[config.mk]
export PLATFORM = sky130hd
export DESIGN_NAME = dmem_arbiter
export DESIGN_NICKNAME = d
export VERILOG_FILES = /design/src/rtl/dmem_arbiter.sv
export SDC_FILE = /design/constraint.sdc
export NUM_CORES = 1
export LEC_CHECK = 0
export ABC_AREA = 1
export CORE_ASPECT_RATIO = 1.25
export CORE_MARGIN = 10
export CORE_UTILIZATION = 30
export CTS_CLUSTER_DIAMETER = 50
export DETAILED_ROUTE_END_ITERATION = 12
export GPL_ROUTABILITY_DRIVEN = 1
export PLACE_DENSITY = 0.94
export RECOVER_POWER = 25
export SETUP_SLACK_MARGIN = 0.5
export SYNTH_ARGS = -nofsm -noshare
export SYNTH_HDL_FRONTEND = slang
export SYNTH_SLANG_ARGS = --single-unit
[constraint.sdc]
create_clock -name clk -period 3.17 [get_ports clk]
set_input_delay 0.634 -clock clk [delete_from_list [all_inputs] [get_ports clk]]
set_output_delay 0.634 -clock clk [all_outputs]
set_load 0.005 [all_outputs]
[src/rtl/dmem_arbiter.sv]
// dmem_arbiter
//   Shares the single-port data memory between the CPU load/store port and
//   the debug/DMA port. One requester is granted per cycle; the grant (ack)
//   is combinational in the request cycle and the access happens in that
//   same cycle. Read data is registered and returned one cycle after the
//   grant. Word addresses at or beyond DEPTH_WORDS are rejected with an
//   error response and never written.
//
//   Optional feature: define DMEM_ARB_RR_EN to alternate the winner
//   (round-robin via last_winner) when both ports request and no override
//   applies. Undefined: fixed CPU > DBG priority with the starvation guard.
//
// Ports
//   clk, reset                 clock, synchronous active-high reset
//   cpu_req/we/addr/wdata      CPU request (held until cpu_ack)
//   cpu_ack/rvalid/err         grant pulse, load/error response next cycle
//   dbg_req/we/addr/wdata      debug/DMA request (held until dbg_ack)
//   dbg_lock                   keep debug granted while it holds a grant
//   dbg_ack/rvalid/err         debug grant pulse and response
//   rdata                      registered read data shared by both ports
//   mem_addr/we/wdata          to dmem
//   mem_rdata                  from dmem (combinational read)
//
// state   | meaning
// IDLE    | no grant in the previous cycle
// CPU_OWN | CPU was granted in the previous cycle
// DBG_OWN | debug was granted in the previous cycle (lock keeps it there)

module dmem_arbiter #(
  parameter int DEPTH_WORDS = 64,
  parameter int MAX_WAIT    = 4
) (
  input  logic        clk,
  input  logic        reset,
  input  logic        cpu_req,
  input  logic        cpu_we,
  input  logic [31:0] cpu_addr,
  input  logic [31:0] cpu_wdata,
  output logic        cpu_ack,
  output logic        cpu_rvalid,
  output logic        cpu_err,
  input  logic        dbg_req,
  input  logic        dbg_we,
  input  logic [31:0] dbg_addr,
  input  logic [31:0] dbg_wdata,
  input  logic        dbg_lock,
  output logic        dbg_ack,
  output logic        dbg_rvalid,
  output logic        dbg_err,
  output logic [31:0] rdata,
  output logic [31:0] mem_addr,
  output logic        mem_we,
  output logic [31:0] mem_wdata,
  input  logic [31:0] mem_rdata
);

  localparam int WAIT_W = $clog2(MAX_WAIT + 1);

  typedef enum logic [1:0] {IDLE, CPU_OWN, DBG_OWN} state_t;

  state_t            state;
  logic              last_dbg;
  logic [WAIT_W-1:0] wait_cnt;
  logic              cpu_rvalid_q, cpu_err_q, dbg_rvalid_q, dbg_err_q;

  logic cpu_in_range, dbg_in_range;
  logic dbg_force, rr_dbg;
  logic grant_cpu, grant_dbg;
  logic sel_in_range;

  assign cpu_in_range = cpu_addr[31:2] < 30'(DEPTH_WORDS);
  assign dbg_in_range = dbg_addr[31:2] < 30'(DEPTH_WORDS);

  // Debug overrides CPU priority when starved or when holding a locked burst.
  assign dbg_force = (wait_cnt == WAIT_W'(MAX_WAIT)) || (state == DBG_OWN && dbg_lock);

`ifdef DMEM_ARB_RR_EN
  assign rr_dbg = !last_dbg;
`else
  assign rr_dbg = 1'b0;
`endif

  // No grants while in reset, so nothing is written during the reset cycle.
  assign grant_dbg = !reset && dbg_req && (!cpu_req || dbg_force || rr_dbg);
  assign grant_cpu = !reset && cpu_req && !grant_dbg;

  assign cpu_ack = grant_cpu;
  assign dbg_ack = grant_dbg;

  always_comb begin
    mem_addr     = 32'd0;
    mem_wdata    = 32'd0;
    mem_we       = 1'b0;
    sel_in_range = 1'b0;
    if (grant_cpu) begin
      mem_addr     = cpu_addr;
      mem_wdata    = cpu_wdata;
      mem_we       = cpu_we && cpu_in_range;
      sel_in_range = cpu_in_range;
    end else if (grant_dbg) begin
      mem_addr     = dbg_addr;
      mem_wdata    = dbg_wdata;
      mem_we       = dbg_we && dbg_in_range;
      sel_in_range = dbg_in_range;
    end
  end

  // Responses are masked during reset so a pending rvalid never leaks out.
  assign cpu_rvalid = cpu_rvalid_q && !reset;
  assign cpu_err    = cpu_err_q    && !reset;
  assign dbg_rvalid = dbg_rvalid_q && !reset;
  assign dbg_err    = dbg_err_q    && !reset;

  always_ff @(posedge clk) begin
    if (reset) begin
      state        <= IDLE;
      last_dbg     <= 1'b1;
      wait_cnt     <= '0;
      cpu_rvalid_q <= 1'b0;
      cpu_err_q    <= 1'b0;
      dbg_rvalid_q <= 1'b0;
      dbg_err_q    <= 1'b0;
      rdata        <= 32'd0;
    end else begin
      if (grant_dbg)      state <= DBG_OWN;
      else if (grant_cpu) state <= CPU_OWN;
      else                state <= IDLE;

      if (grant_cpu || grant_dbg) last_dbg <= grant_dbg;

      if (!dbg_req || grant_dbg)              wait_cnt <= '0;
      else if (wait_cnt != WAIT_W'(MAX_WAIT)) wait_cnt <= wait_cnt + 1'b1;

      // Loads and all out-of-range accesses respond; in-range stores do not.
      cpu_rvalid_q <= grant_cpu && (!cpu_we || !cpu_in_range);
      cpu_err_q    <= grant_cpu && !cpu_in_range;
      dbg_rvalid_q <= grant_dbg && (!dbg_we || !dbg_in_range);
      dbg_err_q    <= grant_dbg && !dbg_in_range;

      if (grant_cpu || grant_dbg) rdata <= sel_in_range ? mem_rdata : 32'd0;
    end
  end

endmodule
Word-level counts from Yosys, hierarchy flattened. Index checks and enable logic that the tools add are counted.

Register bits after elaboration: 41. Bits of input ports: 167. Output and inout bits: 103. Logic and storage cells: 56.

$add $sub $neg: 1. $lt $le $gt $ge: 2. Equality and inequality tests: 3. Muxes and demuxes: 11. Reduce and logical (&&, ||, !) cells: 31.

Operators with widths (count): two-way mux 32 bit (5); less-than comparator 30 x 7 -> 1 bit (second input constant) (2); logical AND 1 bit (15); zero test 1 bit (8); logical OR 1 bit (6); two-way mux 1 bit (5); OR reduction 2 bit (2); adder 3 x 1 -> 3 bit (second input constant) (1); equality test 3 bit (second input constant) (1); != test 3 bit (second input constant) (1); equality test 2 bit (second input constant) (1); two-way mux 2 bit (1).

Longest topological paths before layout. Gate-level depths: netlist of the first run.

Depth after elaboration: 9. Gate-level depth with buffers: 10. Gate-level depth less buffers: 9.

Worst setup path before layout of the first run. Ideal clock, no wire load.

Path kind: input to output. Start: input port dbg_lock. End: output port mem_addr[10]. Arrival: 1.508 ns. Data required time: 2.536 ns. Path slack: 1.028 ns. Stages: 5. Path buffers: 1. Cells stage by stage: nand3_1 -> nand3_2 -> a21boi_2 -> clkbuf_1 -> a22o_1.

Word-level cells in the longest chain between the ends: 7. Elaborated cells on any way between the ends: 8. Those cells by class: mux: 2; reduce/logical: 6.

Ends and longest elaborated chain: from (decl) (line 46) `input logic dbg_lock,`; logical AND 1 bit (*) (line 75) `assign dbg_force = (wait_cnt == WAIT_W'(MAX_WAIT)) || (state == DBG_OWN && dbg_lock);`; logical OR 1 bit (*) (line 75); logical OR 1 bit (*) (line 84) `assign grant_dbg = !reset && dbg_req && (!cpu_req || dbg_force || rr_dbg);`; logical AND 1 bit (*) (line 84); zero test 1 bit (line 85) `assign grant_cpu = !reset && cpu_req && !grant_dbg;`; logical AND 1 bit (line 85); two-way mux 32 bit (*) (line 95) `if (grant_cpu) begin`; to (decl) (line 51) `output logic [31:0] mem_addr,`.

Mark *: on every way between the ends. The rest lies on a longest branch, timed or not.

Final worst setup path of the first run.
Start: input port dbg_req. End: output port mem_addr[18].

Word-level cells in the longest chain between the ends: 5. Elaborated cells on any way between the ends: 6. Those cells by class: mux: 2; reduce/logical: 4.

Ends and longest elaborated chain: from (decl) (line 42) `input logic dbg_req,`; logical AND 1 bit (*) (2 in a row) (line 84); zero test 1 bit (line 85); logical AND 1 bit (line 85); two-way mux 32 bit (*) (line 95).

Marked as above.

==> results by group, run 1 <==
Worst setup path
  • Crit end category: output port
  • Crit path kind: in -> out
  • Peak fanout along the critical path: 5
  • Max stage delay on crit path: 0.37 ns
  • Crit path required time: 2.54 ns
  • Worst Path Arrival: 2.25 ns
  • Worst-path cell chain: dlygate4sd2_1, inv_2, nor2_1, a21boi_4, buf_6, buf_12, buf_8, clkbuf_16, a22o_1, buf_2
  • CP startpoint kind: input port
  • Critical Path Slowest Stage Cell: nor2_1

Clock tree
  • Longest Clk Path Bufs: 2
  • CTS tree: yes
  • Number of buffers created by CTS: 5
  • CTS Hold Bufs: 0
  • Sink Count: 41
  • Clk slew on worst S/H paths: ~0.070 ns
  • Htree depth: 2
  • Skew-Pair Late Insertion Delay: 0.28 ns
  • CTS Root Cell: clkbuf_8

Final layout
  • Final cell count without fillers: approximately 700
  • Finished Cell Area: between 5000 and 6000 um^2
  • Layout cells sized above 1: 0.199
  • Syn-to-layout area delta: 128%
  • Ant. Diodes: 0
  • Final nets: slightly below 800

Place
  • Routability congestion estimate from global placement: approximately 0.92
  • HPWL Detailed: 12500 um
  • Placed Area: 5280 um^2
  • Placed cells: slightly below 700
  • PortBufs: between 200 and 300

STA
  • Setup tns final: 0 ns
  • Clock Skew: 0.00552 ns
  • Finish-stage setup viols: 0
  • Max-slew violations: 0
  • Final Hold Fails: 0
  • Max Clk Rate: ~350 MHz
  • Worst slew pin tran: just over 0.5 ns
  • Max-slew headroom: 0.655
  • Fin crit share: 0.911
  • Final Critical Period: 2.89 ns
  • RSZ-0062 raised after global routing: yes

Routing
  • Post-route DRC: 0
  • DR WL/cell: around 22 um
  • Number of DRC markers in iteration 0: 282
  • Antenna viol nets, final: 0
  • Via Count: 3832
  • Vias per std cell: about 5.4
  • DRT Pass-1 Iters: 4
  • Final WL: approximately 16000 um

Synth
  • Distinct cell type count after synthesis: 24
  • EDFF count, synth: 0
  • Ys async rst share: 0
  • Synth warn: 0
  • Largest cells by area after synthesis: dfxtp_1 (34%), a22o_1 (21%), nand4_1 (8.4%), nand2_1 (7.7%), a21oi_1 (7.2%)
  • Main synth FF type: dfxtp_1
  • Area leader, netlist: dfxtp_1
  • Sequential area share after synthesis: 0.335
  • Net count after synthesis: 498
  • Post-Synthesis Cell Area: 2450 um^2
  • Cell count after synthesis: between 300 and 400
  • Area share of the leading cell type in the synthesized netlist: 0.335
  • Yosys reg bits: 41
  • Avg Cell Area, Syn: approximately 7.4 um^2

GRT
  • Total GRT Usage: 0.236
  • Vias in the first global route: 4033
  • Global route overflow: 0
  • Pin count of the biggest net entering global routing: 38
  • First-pass GRT wire length: between 20000 and 25000 um
  • Number of antenna violations at the first check in global routing: 0

Floorplanning
  • I/O pin count: between 200 and 300
  • Die Y: 121 um
  • Die width: 101 um
  • DIE AREA: roughly 12000 um^2
  • Core ar.: slightly below 8000 um^2
  • Initial Util: 0.311
  • Cell row count: 36

Pwr
  • Leak pwr: 2.48 nW
  • Pwr/cell area: 282 nW/um^2
  • Max rail drop VDD: 0.000251 V

Run status
  • Outcome: completed

Flow run
  • Maxcap violations: 0

Hold path
  • Hold WC Path Type: reg -> reg
## cell families after synthesis
kind of cell | after synthesis | share of synthesized area
compound gates | 103 | 0.305
xor+xnor | 2 | 0.00716
fa+ha+maj | 2 | 0.0102
buf+inv | 51 | 0.0986
flops | 41 | 0.335
simple gates | 130 | 0.244
## per-layer routing
layer | share of wire | global-route usage | wire length, um
met5 | 0 | 0 | 0
met4 | 0.033 | 0.0743 | 521
met3 | 0.12 | 0.104 | 1920
met2 | 0.51 | 0.421 | 8120
met1 | 0.34 | 0.239 | 5460
## stage by stage
step | util | setup WS, ns | power (mW) | hold slack (ns)
finish | 0.708 | 0.282 | 1.57 | 0.463
global route | 0.708 | 0.231 | 1.64 | 0.490
CTS | 0.700 | 0.500 | 1.58 | 0.466
detailed placement | 0.670 | 0.00254 | 1.16 | 0.454
global placement | 0.670 | 0.0497 | 1.14 | 0.451
floorplan | - | 1.03 | 0.733 | 0.460
## worst paths after layout
path,start,end,slack (ns),cells after the start
max reg2reg,wait_cnt[1]$_SDFFE_PP0N_,rdata[28]$_SDFFE_PP0P_,0.99,13
min,rdata[10]$_SDFFE_PP0P_,rdata[10]$_SDFFE_PP0P_,0.46,2
min reg2reg,rdata[10]$_SDFFE_PP0P_,rdata[10]$_SDFFE_PP0P_,0.46,2
max,dbg_req,mem_addr[18],0.28,10
## sequential cells by signal, indices dropped and copies added (netlist names)
name	flops
dbg_rvalid_q	1
cpu_rvalid_q	1
dbg_err_q	1
cpu_err_q	1
rdata	32
wait_cnt	3
state	2
## what timing repair did
item / in CTS / in global routing
setup endpoints to repair: 71 / 59
endpoints found under the hold margin: 0 / 0
gates cloned: 4 / 2
buffers inserted: 17 / 4
pin swaps: 18 / 14
resized for setup: 223 / 33
## layout by cell type (no fill, tap or decap), types with 4 or more instances in the layout
cell	Yosys	layout
clkbuf_2	0	10
nand3_1	7	4
clkbuf_8	0	6
nand4_1	33	33
buf_4	8	19
nand2_1	50	50
nor2_1	34	31
a22o_1	58	58
buf_2	16	38
buf_12	0	6
a21oi_1	35	34
buf_6	0	7
inv_2	4	5
dlygate4sd3_1	0	29
o21ai_1	6	5
dfxtp_1	41	39
clkdlybuf4s50_1	0	166
inv_1	18	16
nor2_2	2	4
dlygate4sd2_1	0	22
## critical path, delay by kind of cell
| kind | cells | cell delay [ns] |
|---|---|---|
| buffers and inverters | 7 | 0.93 |
| and+or+nand+nor | 1 | 0.37 |
| AOI/OAI and AO/OA | 2 | 0.32 |
## report_power, final
group	total (mW)	switching [mW]	internal [mW]
combinational	0.601	0.230	0.370
sequential	0.553	0.0116	0.541
clock	0.419	0.162	0.257
## cell usage after synthesis (4+ instances only)
cell type,instances
o21ai_1,6
buf_2,16
a21oi_1,35
nor2_1,34
nand3_1,7
nand4_1,33
dfxtp_1,41
inv_1,18
inv_2,4
a22o_1,58
clkbuf_1,4
nand2_1,50
buf_4,8
## final cells by class
class,instances,area [um^2]
clock buffers,7,86.3
flip-flops and latches,41,823
well taps,95,119
repair buffers,311,2980
clock inverters,1,30.0
fillers,586,2300
multi-input cells,237,1460
inverters,22,90.1
(Power assumes the default switching activity.)
==> run 2: changes to the inputs <==
--- a/config.mk
+++ b/config.mk
@@ -15,6 +15,7 @@
 export PLACE_DENSITY = 0.94
 export RECOVER_POWER = 25
 export SETUP_SLACK_MARGIN = 0.5
+export SLEW_MARGIN = 25
 export SYNTH_ARGS = -nofsm -noshare
 export SYNTH_HDL_FRONTEND = slang
 export SYNTH_SLANG_ARGS = --single-unit
==> results of run 2 <==
No change in the layout: final DEF, timing and power equal those of run 1.
